[src/rtl/rr_interval_gen_if.sv]
// Handshake bundle between the R-peak front end and its driver/consumer.
// The slave side is the interval generator, and the master side is the stimulus/consumer.
interface rr_interval_gen_if;
  logic       beat_in;
  logic       en;
  logic       rr_ready;
  logic [7:0] rr_out;
  logic       rr_valid;
  logic       overrun;
  logic       lost;

  modport master (
    output beat_in, en, rr_ready,
    input  rr_out, rr_valid, overrun, lost
  );

  modport slave (
    input  beat_in, en, rr_ready,
    output rr_out, rr_valid, overrun, lost
  );
endinterface

[src/rtl/rr_interval_gen.sv]
// Beat-to-RR front end: turns a raw R-peak pulse into 8-bit RR intervals in tick units,
// with refractory rejection, lost-rhythm restart and a one-entry output buffer.
module rr_interval_gen #(
  parameter int unsigned TICK_DIV = 80000,
  parameter int unsigned REFRACT  = 25
) (
  input  logic             clk,
  input  logic             rst_n,
  rr_interval_gen_if.slave bus
);

  localparam int unsigned     PW        = (TICK_DIV > 2) ? $clog2(TICK_DIV) : 1;
  localparam logic [PW-1:0]   TICK_LAST = PW'(TICK_DIV - 1);
  localparam logic [7:0]      REFRACT_V = 8'(REFRACT);
  localparam logic [7:0]      CNT_MAX   = 8'd254;

  typedef enum logic [0:0] {
    WAIT_FIRST = 1'b0,
    MEASURE    = 1'b1
  } state_t;

  logic          r_rst_meta;
  logic          r_rst_sync;
  logic          w_rst_n;
  logic          r_s1;
  logic          r_s2;
  logic          r_s3;
  logic          w_edge;
  state_t        r_state;
  state_t        w_state_nxt;
  logic [PW-1:0] r_presc;
  logic [PW-1:0] w_presc_nxt;
  logic [7:0]    r_rr_cnt;
  logic [7:0]    w_cnt_nxt;
  logic          w_tick;
  logic          w_accept;
  logic          w_lost;
  logic [7:0]    r_rr_out;
  logic [7:0]    w_out_nxt;
  logic          r_rr_valid;
  logic          w_valid_nxt;
  logic          r_overrun;
  logic          w_ovr_nxt;
  logic          r_lost;

  // Reset asserts immediately but releases only on a clock edge.
  always_ff @(posedge clk or negedge rst_n) begin
    if (!rst_n) begin
      r_rst_meta <= 1'b0;
      r_rst_sync <= 1'b0;
    end else begin
      r_rst_meta <= 1'b1;
      r_rst_sync <= r_rst_meta;
    end
  end

  assign w_rst_n = r_rst_sync;

  // beat_in synchroniser plus a delay flop for rising-edge detection.
  always_ff @(posedge clk or negedge w_rst_n) begin
    if (!w_rst_n) begin
      r_s1 <= 1'b0;
      r_s2 <= 1'b0;
      r_s3 <= 1'b0;
    end else begin
      r_s1 <= bus.beat_in;
      r_s2 <= r_s1;
      r_s3 <= r_s2;
    end
  end

  assign w_edge   = r_s2 & ~r_s3;
  assign w_tick   = (r_state == MEASURE) && (r_presc == TICK_LAST);
  assign w_accept = bus.en && (r_state == MEASURE) && w_edge && (r_rr_cnt >= REFRACT_V);
  // An accepted beat in the same cycle as the 254 tick wins, so no restart then.
  assign w_lost   = bus.en && w_tick && (r_rr_cnt == CNT_MAX) && !w_accept;

  // Next-state, counters and output buffer.
  always_comb begin
    w_state_nxt = r_state;
    w_presc_nxt = r_presc;
    w_cnt_nxt   = r_rr_cnt;
    w_out_nxt   = r_rr_out;
    w_valid_nxt = r_rr_valid;
    w_ovr_nxt   = 1'b0;

    if (!bus.en) begin
      w_state_nxt = WAIT_FIRST;
    end else begin
      case (r_state)
        WAIT_FIRST: begin
          if (w_edge) begin
            w_state_nxt = MEASURE;
          end else begin
            w_state_nxt = WAIT_FIRST;
          end
        end
        MEASURE: begin
          if (w_lost) begin
            w_state_nxt = WAIT_FIRST;
          end else begin
            w_state_nxt = MEASURE;
          end
        end
        default: w_state_nxt = WAIT_FIRST;
      endcase
    end

    if ((r_state != MEASURE) || (w_state_nxt != MEASURE) || w_accept) begin
      w_presc_nxt = '0;
      w_cnt_nxt   = 8'd0;
    end else if (w_tick) begin
      w_presc_nxt = '0;
      w_cnt_nxt   = r_rr_cnt + 8'd1;
    end else begin
      w_presc_nxt = r_presc + PW'(1);
      w_cnt_nxt   = r_rr_cnt;
    end

    // A full buffer that is not being drained drops the new interval.
    if (w_accept) begin
      if (r_rr_valid && !bus.rr_ready) begin
        w_ovr_nxt = 1'b1;
      end else begin
        w_out_nxt   = r_rr_cnt;
        w_valid_nxt = 1'b1;
      end
    end else if (r_rr_valid && bus.rr_ready) begin
      w_valid_nxt = 1'b0;
    end else begin
      w_valid_nxt = r_rr_valid;
    end
  end

  // State, counter and output registers.
  always_ff @(posedge clk or negedge w_rst_n) begin
    if (!w_rst_n) begin
      r_state    <= WAIT_FIRST;
      r_presc    <= '0;
      r_rr_cnt   <= 8'd0;
      r_rr_out   <= 8'd0;
      r_rr_valid <= 1'b0;
      r_overrun  <= 1'b0;
      r_lost     <= 1'b0;
    end else begin
      r_state    <= w_state_nxt;
      r_presc    <= w_presc_nxt;
      r_rr_cnt   <= w_cnt_nxt;
      r_rr_out   <= w_out_nxt;
      r_rr_valid <= w_valid_nxt;
      r_overrun  <= w_ovr_nxt;
      r_lost     <= w_lost;
    end
  end

  assign bus.rr_out   = r_rr_out;
  assign bus.rr_valid = r_rr_valid;
  assign bus.overrun  = r_overrun;
  assign bus.lost     = r_lost;

endmodule

[src/flat_wrapper.sv]
// flat-port wrapper written by rule: the top's interface ports become plain ports
module rr_interval_gen_flat 
#(
  parameter int unsigned TICK_DIV = 80000,
  parameter int unsigned REFRACT  = 25
)
  (clk, rst_n, bus_beat_in, bus_en, bus_rr_ready, bus_rr_out, bus_rr_valid, bus_overrun, bus_lost);
  rr_interval_gen_if bus_i ();
  input  logic clk;
  input  logic rst_n;
  input wire logic [$bits(bus_i.beat_in)-1:0] bus_beat_in;
  input wire logic [$bits(bus_i.en)-1:0] bus_en;
  input wire logic [$bits(bus_i.rr_ready)-1:0] bus_rr_ready;
  output wire logic [$bits(bus_i.rr_out)-1:0] bus_rr_out;
  output wire logic [$bits(bus_i.rr_valid)-1:0] bus_rr_valid;
  output wire logic [$bits(bus_i.overrun)-1:0] bus_overrun;
  output wire logic [$bits(bus_i.lost)-1:0] bus_lost;
  assign bus_i.beat_in = bus_beat_in;
  assign bus_i.en = bus_en;
  assign bus_i.rr_ready = bus_rr_ready;
  assign bus_rr_out = bus_i.rr_out;
  assign bus_rr_valid = bus_i.rr_valid;
  assign bus_overrun = bus_i.overrun;
  assign bus_lost = bus_i.lost;
  rr_interval_gen #(.TICK_DIV(TICK_DIV), .REFRACT(REFRACT)) u_core (.clk(clk), .rst_n(rst_n), .bus(bus_i));
endmodule
[config.mk]
export PLATFORM = sky130hd
export DESIGN_NAME = rr_interval_gen_flat
export DESIGN_NICKNAME = d
export VERILOG_FILES = /design/src/rtl/rr_interval_gen_if.sv /design/src/rtl/rr_interval_gen.sv /design/src/flat_wrapper.sv
export SDC_FILE = /design/constraint.sdc
export NUM_CORES = 1
export LEC_CHECK = 0
export ABC_AREA = 0
export BUFFER_PORTS_ARGS = -buffer_cell sky130_fd_sc_hd__buf_2
export CORE_MARGIN = 5
export CORE_UTILIZATION = 50
export DETAILED_ROUTE_END_ITERATION = 6
export GPL_ROUTABILITY_DRIVEN = 0
export GPL_TIMING_DRIVEN = 0
export PLACE_DENSITY_LB_ADDON = 0.12
export REMOVE_ABC_BUFFERS = 1
export SYNTH_ARGS = -nofsm -noshare
export SYNTH_HDL_FRONTEND = slang
export SYNTH_SLANG_ARGS = --single-unit
[constraint.sdc]
create_clock -name clk -period 1.51 [get_ports clk]
set_input_delay 0.151 -clock clk [delete_from_list [all_inputs] [get_ports clk]]
set_output_delay 0.151 -clock clk [all_outputs]
set_load 0.01 [all_outputs]
**Yosys cells after proc, flatten, opt, wreduce, memory -nomap -nowiden**

Index checks and enable logic that the tools add are counted.

- Bits in registers: 42
- Latch bits: 0
- RAM bits: 0
- Bits in read-only memories: 0
- Output and inout port bits: 11
- Logic and storage cells: 53
- Memories: 0

- Add/sub/neg operators: 2
- Multipliers: 0
- Divide/modulo/power cells: 0
- $lt $le $gt $ge: 1
- Equality and inequality tests: 3
- Shift-type cells: 0
- Mux-type cells: 13
- Bitwise operators: 5
- Reductions and logical operators: 17

Operators by type and width:

| cell | number |
|---|---|
| 2-to-1 mux 17 bit | 2 |
| adder 17 x 1 -> 17 bit, second input constant | 1 |
| == test 17 bit, second input constant | 1 |
| 2-to-1 mux 8 bit | 2 |
| logical AND 1 bit | 9 |
| adder 8 x 1 -> 8 bit, second input constant | 1 |
| == test 8 bit, second input constant | 1 |
| >= comparator 8 x 5 -> 1 bit, second input constant | 1 |
| 2-to-1 mux 1 bit | 8 |
| NOT 1 bit | 4 |
| AND reduction 2 bit | 2 |
| nonzero test 2 bit | 2 |
| zero test 1 bit | 2 |
| logical OR 1 bit | 2 |
| != test 2 bit, second input constant | 1 |
| one-hot mux 1 bit (2 select lines) | 1 |
| bitwise AND 1 bit | 1 |

**Longest topological paths before layout**

- Depth after elaboration: 13
- Depth in mapped cells: 8

**Least setup slack after synthesis**

Ideal clock, no wire load.

- Path type: flip-flop to flip-flop
- From: register u_core.r_rr_cnt[0]
- To: register u_core.r_rr_cnt[0]
- Library setup time: 0.125 ns
- Arrival: 1.566 ns
- Required time: 1.385 ns
- Setup slack: -0.181 ns
- Cell stages (with the launch flop): 8
- Buffers on the path: 1
- Cell sequence: dfrtp_1 -> inv_1 -> ha_1 -> nor3b_2 -> o221a_1 -> buf_2 -> o21ai_2 -> a2bb2o_1

- Word-level cells in the longest chain between the ends: 11
- Elaborated cells on any way between the ends: 16
- Classes of those cells: add/sub (1); order compare (1); eq/ne (1); mux (5); bitwise (1); reduce/logical (7)

Ends and longest elaborated chain:

| what | RTL line | text |
|---|---|---|
| start: declaration | rr_interval_gen.sv:33 | `logic [7:0] r_rr_cnt;` |
| start signal: assignment | rr_interval_gen.sv:148 | `r_rr_cnt <= w_cnt_nxt;` |
| >= comparator 8 x 5 -> 1 bit | rr_interval_gen.sv:74 | `assign w_accept = bus.en && (r_state == MEASURE) && w_edge && (r_rr_cnt >= REFRACT_V);` |
| logical AND 1 bit | rr_interval_gen.sv:74 |  |
| zero test 1 bit | rr_interval_gen.sv:76 | `assign w_lost = bus.en && w_tick && (r_rr_cnt == CNT_MAX) && !w_accept;` |
| logical AND 1 bit | rr_interval_gen.sv:76 |  |
| 2-to-1 mux 1 bit | rr_interval_gen.sv:99 | `if (w_lost) begin` |
| one-hot mux 1 bit (2 select lines) | rr_interval_gen.sv:90 | `case (r_state)` |
| 2-to-1 mux 1 bit | rr_interval_gen.sv:87 | `if (!bus.en) begin` |
| NOT 1 bit | rr_interval_gen.sv:109 | `if ((r_state != MEASURE) \|\| (w_state_nxt != MEASURE) \|\| w_accept) begin` |
| logical OR 1 bit (2 in series) | rr_interval_gen.sv:109 |  |
| 2-to-1 mux 8 bit or nonzero test 2 bit (tied branches) | n/a |  |

Several ways; a longest one is shown, not always the timed one. The select of a mux whose other input is x is not followed.
A chain may end at the register's enable or synchronous reset.

**Final worst setup path**

- From: register u_core.r_rr_cnt[0]
- To: register u_core.r_rr_out[1], in the netlist u_core.bus.rr_out[1]

- Word-level cells in the longest chain between the ends: 3

Ends and longest elaborated chain:

| what | RTL line | text |
|---|---|---|
| >= comparator 8 x 5 -> 1 bit | rr_interval_gen.sv:74 |  |
| logical AND 1 bit | rr_interval_gen.sv:74 |  |
| AND reduction 2 bit (no line) | n/a |  |
| end signal: assignment | rr_interval_gen.sv:149 | `r_rr_out <= w_out_nxt;` |
| end: declaration | rr_interval_gen.sv:38 | `logic [7:0] r_rr_out;` |

No other way between the ends.

==> results.yml <==
sta:
  finalSetupTns_ns: -5.03
  slew_headroom: 0.424
  setup_violations: 33
  fmax_mhz: 580
  skew_ns: 0.0103
  setup_ws_ns: -0.214
  drv_slew: 0
  tightest_slew_ns: 0.864
  period_share: 1.14
  finalHoldViolCount: 0
  period_needed_ns: 1.72
  rsz0062_at_grt: "true"
worst_setup_path:
  r2r_slack_ns: -0.21
  worstSetupStartpointType: "flip-flop"
  worst_ep_required_time_ns: 1.68
  critical_path_class: "reg -> reg"
  cp.arrival_ns: 1.90
  cp_max_fo: 8
  end_kind: "flip-flop"
  reg2reg_depth: 6
  worstReg2RegStart: "u_core.r_rr_cnt[0]"
  reg2reg_to: "u_core.bus.rr_out[1]"
yosys:
  synth.area.mux_share: 0.0434
  synth_top_family_by_area: "simple AND/OR/NAND/NOR gates"
  ys_ff_latch: 42
  synth_top_cell_area_share: 0.506
  synth_compound_area_frac: 0.101
  synth.avg_cell_area_um2: 11.1
  synth_xor_area_frac: 0.0464
  synthAdderAreaFrac: 0.0301
  synth_edf_count: 0
  synth_ff_type: "dfrtp_1"
  netlist_area_um2: 2080
  synth_top_area_cell: "dfrtp_1"
  syn_inst: 187
  synthSimpleGateAreaFrac: 0.245
  async_flop_share: 1.00
  synth_seq_area_share: 0.506
  synth_area_leaders: "dfrtp_1, mux2_1, nor2_1"
  yosys_warnings: 0
  synth_cell_types: 43
clocking:
  clk-insertion-delay-late_ns: 0.29
  clk_pin_slew_worst_paths_ns: 0.08
  root_buffer: "clkbuf_8"
  cts-htree-levels: 2
  clkSinkCount: 42
  clk_path_buf_depth: 2
  cts_buffers: 5
  cts_tree: "built"
placement:
  dp_cells: 245
  place_hpwl_um: 2900
  placed_area_um2: 2170
  pre_cts_ws_ns: -0.632
  io_buffers: 15
flow_run:
  maxCapViolations: 0
min_path:
  hold_class: "in -> reg"
  hold_depth: 2
  holdCritStartpoint: "bus_en"
  min_to: "u_core.r_state"
global_route:
  grt_max_degree: 41
  grt-ovfl-total: 0
  grt_first_pass_wirelength_um: 7780
  grt_pass1_vias: 1646
  grt_usage: 0.184
  antenna_found_initial: 0
routing:
  postRouteAntennaNets: 0
  drtIter0Drc: 61
  drt_wl_total_um: 4670
  vias: 1580
  remaining_drc_errors: 0
  wl_per_cell_um: 17.3
  viasPerCell: 5.85
  drt_pass1_iterations: 5
finish:
  seq_area_um2: 1050
  final_area_um2: 2680
  instances_no_fill: 270
  fin_nets: 229
  largest_reg_flops: 17
  multi_input_area_um2: 1220
  syn2layout_area_growth_pct: 29.2
  antenna_cells: 0
  regMostFlops: "u_core.r_presc"
  drive_above_1_share: 0.414
  fillers: 299
outcome:
  violations: "negative setup slack"
  outcome: "complete, but fails checks"
pwr:
  p_leak_nw: 1.15
  ir_drop_uv: 561
  power_density_nw_per_um2: 733
floorplan:
  io_pins: 16
  dieWidth_um: 74.4
  start_util: 0.519
  core_area_um2: 4000
  dieArea_um2: 5540
  die_y_um: 74.4
  core.rowCount: 23
-- cells in the final DEF, fill, tap and decap left out, types with 2 or more instances in the layout --
| cell | instances |
|---|---|
| ha_4 | 2 |
| buf_6 | 3 |
| or3_1 | 4 |
| mux2_4 | 8 |
| clkbuf_8 | 6 |
| inv_1 | 2 |
| and2_1 | 3 |
| and4_1 | 6 |
| nor2_2 | 2 |
| dfrtp_2 | 3 |
| a32o_1 | 4 |
| a21oi_2 | 5 |
| and3_4 | 3 |
| nor3_1 | 3 |
| nand3_2 | 3 |
| buf_4 | 11 |
| dlygate4sd3_1 | 2 |
| nand4_1 | 5 |
| nor3_4 | 2 |
| ha_1 | 3 |
| xor2_1 | 7 |
| xnor2_1 | 4 |
| nand2_1 | 8 |
| nand3_1 | 7 |
| o21ai_0 | 5 |
| o211ai_1 | 4 |
| nor2_4 | 8 |
| nor2_1 | 10 |
| buf_2 | 15 |
| nand2b_1 | 3 |
| dfrtp_1 | 39 |
-- cells in the mapped netlist, types with 2 or more instances --
library cell	number
xnor2_1	4
dfrtp_1	42
ha_1	5
nor3_1	4
inv_1	4
o211ai_1	4
nand3_1	10
a32o_1	4
and4_1	7
nor2_1	20
and3_1	5
nand2_1	9
nand2b_1	3
and2_1	3
xor2_1	7
o21ai_0	5
buf_2	5
or3_1	4
buf_4	2
nand4_1	5
nand4_2	2
a21oi_1	5
mux2_1	8
-- power by group --
group / internal, W / switching, W / total, W
clock: 0.000369 / 0.000373 / 0.000742
sequential: 0.00113 / 0.0000253 / 0.00116
combinational: 0.0000290 / 0.0000347 / 0.0000637
-- critical path: stages (launching register included) --
cell,delay (ns)
dfrtp_2,0.46
inv_4,0.09
ha_4,0.11
nor3b_4,0.27
o22ai_2,0.14
nand3_4,0.20
mux2_4,0.33
-- how the worst max path moves through the flow --
stage / from / end / slack, ns
after global placement: u_core.r_presc[0] / u_core.r_rr_cnt[0] / -0.56
after global routing: u_core.r_rr_cnt[0] / u_core.r_rr_cnt[4] / -0.31
after floorplan: u_core.r_presc[0] / u_core.r_rr_cnt[0] / -0.27
after CTS: u_core.r_rr_cnt[0] / u_core.bus.rr_out[1] / -0.19
after detailed placement: u_core.r_rr_cnt[1] / u_core.r_rr_cnt[0] / -0.63
final: u_core.r_rr_cnt[0] / u_core.bus.rr_out[1] / -0.21
-- kinds of logic after synthesis --
kind of cell	count (synthesis)
fa+ha+maj	5
simple gates	81
flops	42
compound gates	28
mux	8
xor+xnor	11
buf+inv	11
other cells	1
-- layer usage --
| metal | wire, um | track usage | share of wire |
|---|---|---|---|
| met1 | 2030 | 0.240 | 0.43 |
| met2 | 2320 | 0.289 | 0.50 |
| met3 | 243 | 0.0527 | 0.052 |
| met5 | 0 | 0 | 0 |
| met4 | 82 | 0.0751 | 0.018 |
-- what timing repair did --
action | CTS | global route
pin swaps | 24 | 18
endpoints found under the setup margin | 35 | 34
hold buffers | 2 | 0
buffers inserted | 14 | 1
hold endpoints to repair | 3 | 0
gates resized for setup | 44 | 27
-- layout make-up --
| type | instances | share of cell area |
|---|---|---|
| clock buffers | 7 | 0.0322 |
| clock inverters | 1 | 0.00187 |
| inverters | 4 | 0.00653 |
| multi-input cells | 134 | 0.456 |
| flip-flops and latches | 42 | 0.393 |
| well taps | 50 | 0.0233 |
| repair buffers | 32 | 0.0863 |
-- through the flow --
| stage | util | hold slack (ns) | total power (W) |
|---|---|---|---|
| final | 0.670 | 0.108 | 0.00196 |
| after global routing | 0.670 | 0.108 | 0.00205 |
| after CTS | 0.641 | 0.109 | 0.00197 |
| after detailed placement | 0.544 | -0.0609 | 0.00122 |
| after global placement | 0.543 | -0.0646 | 0.00121 |
| after floorplan | - | -0.145 | 0.00119 |
(Power assumes the default switching activity.)
